File: src/rtl/parking_slot_allocator.sv
`default_nettype none
`timescale 1ns/1ps
// ============================================================================
// Module      : parking_slot_allocator
// Description : Eight-slot parking lot allocator. An entry request is granted
//               the lowest free slot by scanning one slot per cycle. A full lot
//               returns a refusal. Exits free an occupied slot. An illegal
//               exit raises a one-cycle error.
// Revision    : 1.0 - initial release
// ============================================================================
module parking_slot_allocator #(
  parameter int NUM_SLOTS = 8
) (
  input  logic                 clk,
  input  logic                 rst,
  input  logic                 enter_req,
  input  logic                 exit_req,
  input  logic [NUM_SLOTS-1:0] exit_location,
  output logic [NUM_SLOTS-1:0] park_location,
  output logic                 enter_ack,
  output logic                 enter_nack,
  output logic [NUM_SLOTS-1:0] parking_capacity,
  output logic [3:0]           free_count,
  output logic                 full,
  output logic                 exit_error
);

  localparam int PTR_W = $clog2(NUM_SLOTS);

  typedef enum logic [1:0] {
    IDLE   = 2'd0,
    SEARCH = 2'd1,
    GRANT  = 2'd2,
    REJECT = 2'd3
  } state_t;

  state_t               state_q, state_d;
  logic [PTR_W-1:0]     ptr_q, ptr_d;
  logic [PTR_W-1:0]     grant_q, grant_d;
  logic [NUM_SLOTS-1:0] cap_q, cap_d;
  logic                 exit_err_q, exit_err_d;
  logic [NUM_SLOTS-1:0] set_mask;
  logic [NUM_SLOTS-1:0] clr_mask;

  assign parking_capacity = cap_q;
  assign exit_error       = exit_err_q;
  assign full             = &cap_q;

  // Count vacant slots straight from the occupancy register.
  always_comb begin
    free_count = '0;
    for (int i = 0; i < NUM_SLOTS; i++) begin
      if (!cap_q[i]) free_count = free_count + 4'd1;
    end
  end

  // Next-state, scan pointer, grant outputs and occupancy update.
  always_comb begin
    state_d       = state_q;
    ptr_d         = ptr_q;
    grant_d       = grant_q;
    set_mask      = '0;
    clr_mask      = '0;
    exit_err_d    = 1'b0;
    enter_ack     = 1'b0;
    enter_nack    = 1'b0;
    park_location = '0;

    case (state_q)
      IDLE: begin
        if (enter_req) begin
          if (full) begin
            state_d = REJECT;
          end else begin
            state_d = SEARCH;
            ptr_d   = '0;
          end
        end
      end
      SEARCH: begin
        // Occupancy is read live, so a slot freed ahead of the pointer is found.
        if (!cap_q[ptr_q]) begin
          grant_d = ptr_q;
          state_d = GRANT;
        end else begin
          ptr_d = ptr_q + PTR_W'(1);
        end
      end
      GRANT: begin
        enter_ack              = 1'b1;
        park_location[grant_q] = 1'b1;
        set_mask               = park_location;
        state_d                = IDLE;
      end
      REJECT: begin
        enter_nack = 1'b1;
        state_d    = IDLE;
      end
      default: state_d = IDLE;
    endcase

    // Exits are honoured in every state; only a one-hot hit on an occupied slot is legal.
    if (exit_req) begin
      if ($onehot(exit_location) && ((exit_location & cap_q) != '0)) begin
        clr_mask = exit_location;
      end else begin
        exit_err_d = 1'b1;
      end
    end

    // A granted slot is free, so a legal exit never targets the same bit.
    cap_d = (cap_q & ~clr_mask) | set_mask;
  end

  // State registers with synchronous reset dominating every input.
  always_ff @(posedge clk) begin
    if (rst) begin
      state_q    <= IDLE;
      ptr_q      <= '0;
      grant_q    <= '0;
      cap_q      <= '0;
      exit_err_q <= 1'b0;
    end else begin
      state_q    <= state_d;
      ptr_q      <= ptr_d;
      grant_q    <= grant_d;
      cap_q      <= cap_d;
      exit_err_q <= exit_err_d;
    end
  end

endmodule
`default_nettype wire

File: config.mk
export PLATFORM = sky130hd
export DESIGN_NAME = parking_slot_allocator
export DESIGN_NICKNAME = d
export VERILOG_FILES = /design/src/rtl/parking_slot_allocator.sv
export SDC_FILE = /design/constraint.sdc
export NUM_CORES = 1
export LEC_CHECK = 0
export BUFFER_PORTS_ARGS = -buffer_cell sky130_fd_sc_hd__buf_4
export CAP_MARGIN = 20
export CORE_AREA = 8 8 73 75
export CTS_CLUSTER_DIAMETER = 120
export DETAILED_ROUTE_END_ITERATION = 6
export DIE_AREA = 0 0 81 83
export PLACE_DENSITY = 0.58
export SETUP_SLACK_MARGIN = 0.2
export SLEW_MARGIN = 20
export SYNTH_ARGS = -nofsm -noshare
export SYNTH_HDL_FRONTEND = slang
export SYNTH_SLANG_ARGS = --single-unit
export TNS_END_PERCENT = 100
File: constraint.sdc
create_clock -name clk -period 5.39 [get_ports clk]
set_input_delay 1.3475 -clock clk [delete_from_list [all_inputs] [get_ports clk]]
set_output_delay 1.3475 -clock clk [all_outputs]
set_load 0.1 [all_outputs]
==> impl_metrics.toml <==
[sta]
setup_tns_ns = 0
tightest_slew_ns = 0.511
finalCritPeriodShare_pct = 97.5
setup_viol = 0
maxSlewViolCount = 0
whs_ns = 0.525
rsz0062_at_grt = "yes"
finalCriticalPeriod_ns = 5.25
hold_viol = 0
skew_ns = 0.00236
max_freq_mhz = 190
relSlewSlack_pct = 66.0

[synthesis]
syn-num-nets = 224
ys_top_cells_by_area = "dfxtp_1 (21%), ha_1 (8.6%), xnor2_1 (7.1%), inv_1 (6.3%), fa_1 (5.0%)"
syn_inst = 197
synth_area_per_cell_um2 = 8.15
async_reset_ff_share_pct = 0
netlist_area_um2 = 1610
synth_edf_count = 0
synthMuxAreaShare_pct = 7.79
synth_xor_area_share_pct = 9.90
synth_top_family_by_area = "simple AND/OR/NAND/NOR gates"
ys_seq_area_share_pct = 21.2
synth_compound_area_share_pct = 16.3
synth_flop_cell = "dfxtp_1"
yosys.area.top_type = "dfxtp_1"
synth_top_area_share_pct = 21.2
synth-simple-area-share_pct = 19.8
synth-seq-cells = 17
ys_types = 47
synth_fa_ha_area_share_pct = 13.6
ys.warnings.count = 0

[global_route]
grt_overflow_total = 0
grt_max_degree = 18
grt_pass1_vias = 1343
grt_use_total_pct = 11.9
grt_pass1_wl_um = 6440
antenna_found_initial = 0

[pwr]
p_int_w = 0.000315
p_leak_nw = 0.955
seqPwrFrac_pct = 23.4
power.total_w = 0.000559
p_comb_share_pct = 60.3
power_switching_share_pct = 43.6
power_density_nw_per_um2 = 263
p_clk_share_pct = 16.4
power.switching_w = 0.000244
vdd_ir_drop_max_uv = 187

[critical_path]
path_max_fanout = 6
worstPathRequired_ns = 4.04
cp.arrival_ns = 3.91
crit_path_end_kind = "output pin"
crit_chain = "inv_2 -> ha_4 -> xnor2_4 -> ha_4 -> nor2_4 -> a31oi_2 -> ha_1 -> nand2b_1 -> nand2_1 -> ha_1 -> nor2_2 -> nor2_2 -> ha_1 -> mux2_4 -> ha_4 -> nor2b_4 -> xnor2_4 -> xnor2_4 -> buf_12"
slowest_stage = "dfxtp_4"
critPathLaunchType = "flip-flop"
crit_type = "reg2out"
slowest_delay_ns = 0.38

[place]
place.port_buffers = 35
placed_area_um2 = 1970
gp_congestion = 0.803
dp_hpwl_um = 3260

[die]
die-area_um2 = 6720
ios = 36
initial_core_util_pct = 38.2
die_y_um = 83
coreArea_um2 = 4200
rows = 24
fp.dieW_um = 81

[clocking]
cts_tree = "built"
cts_buffer_depth = 2
cts.clk_slew.worst_paths_ns = 0.06
cts_root_buffer = "clkbuf_8"
clkLatencyLatePin_ns = 0.24
cts_sinks = 17
cts_made_buffers = 3
h-tree-depth = 1

[flow_run]
cap_violations = 0

[final_layout]
fin_nets = 261
fin_util_pct = 50.5
regArea_um2 = 352
nFillCells = 421
drive_gt1_share_pct = 30.9
layout_common_cells = "buf_4 (40), inv_1 (25), nand2_1 (15)"
layout_commonest_cell = "buf_4"
fin_area_um2 = 2120
area_growth_pct = 32.2
multi_input_area_um2 = 1210
insertedDiodeCount = 0

[drt]
drcViolationCount = 0
postRouteAntennaNets = 0
dr.first_iter.drc_count = 30
routed_via_density = 4.93
dr_total_vias = 1404
post_drt_wl_per_cell_um = 14.4
routed_wl_um = 4090
drt_pass1_iterations = 4

[outcome]
status = "finished clean"

[hold_path]
min_path_type = "reg2reg"
## metrics by stage
| step | cells | worst slack (ns) |
|---|---|---|
| 3_5_place_dp | 276 | 0.226 |
| 3_3_place_gp | 276 | 0.292 |
| 6_report | 285 | 0.136 |
| 4_1_cts | 282 | 0.119 |
| 2_1_floorplan | 197 | 0.0564 |
| 5_1_grt | 285 | -0.0191 |
## registers in the layout, indices dropped and copies added (netlist names)
register / count
ptr_q: 3
parking_capacity: 8
grant_q: 3
state_q: 2
exit_error: 1
## final timing paths
path,to,slack [ns],from,depth (start not counted)
max reg2reg,ptr_q[0],3.22,parking_capacity[3],6
max,free_count[2],0.14,parking_capacity[1],19
min reg2reg,grant_q[2],0.53,grant_q[2],2
min,grant_q[2],0.53,grant_q[2],2
## cell families (layout without fill, tap and decap cells)
logic type / after synthesis / in the layout
AO/OA/AOI/OAI: 39 / 39
buffers and inverters: 38 / 74
XOR/XNOR: 16 / 16
AND/OR/NAND/NOR: 61 / 61
flip-flops: 17 / 17
adder cells (fa/ha/maj): 15 / 15
multiplexers: 11 / 11
## worst max-delay path: cells and delay by family, from the launching register on
family | cells | cell delay (ns)
mux | 1 | 0.30
compound gates | 1 | 0.05
fa+ha+maj | 6 | 1.54
simple gates | 6 | 0.56
xor+xnor | 3 | 0.62
buf+inv | 2 | 0.24
flops | 1 | 0.38
## cells in the mapped netlist (2+ instances only)
cell / n
inv_1: 27
dfxtp_1: 17
nand2_1: 16
a21oi_1: 13
xnor2_1: 13
nor2_1: 12
ha_1: 11
nor2b_1: 9
mux2i_1: 8
o31ai_1: 7
nand3_1: 6
a22oi_1: 4
fa_1: 4
o21ai_0: 4
or3_1: 3
and2_1: 2
buf_2: 2
buf_4: 2
buf_6: 2
clkbuf_1: 2
mux2_2: 2
nand2b_1: 2
nand3b_1: 2
nor3b_1: 2
o22ai_1: 2
xor2_1: 2
## routing by layer
metal	global-route usage (%)	vias to the layer above	part of all wire (%)
met5	0	-	0
met4	4.07	0	1.1
met3	1.40	4	3.1
met2	20.4	24	50
met1	14.7	644	46
li1	-	732	-
## final cells by class
class	instances	share of cell area, %
multi-input cells	142	57.3
flip-flops and latches	17	16.6
repair buffers	42	16.0
inverters	28	4.95
well taps	52	3.07
clock buffers	4	2.12
## power by group through the flow
stage | clock network (W) | logic [W] | registers [W]
2_1_floorplan | 0 | 0.000242 | 0.000139
3_3_place_gp | 0 | 0.000295 | 0.000133
3_5_place_dp | 0 | 0.000300 | 0.000133
4_1_cts | 0.0000952 | 0.000320 | 0.000131
5_1_grt | 0.000100 | 0.000356 | 0.000131
6_report | 0.0000915 | 0.000337 | 0.000131
## timing repair
action                                  4_1_cts  5_1_grt
resized for setup                             4       11
hold endpoints to repair                      0        0
pin swaps                                     3        7
hold buffers                                  0        0
endpoints found under the setup margin        2        3
buffers inserted                              2        3
No activity file was read; power rests on OpenSTA's default activity.
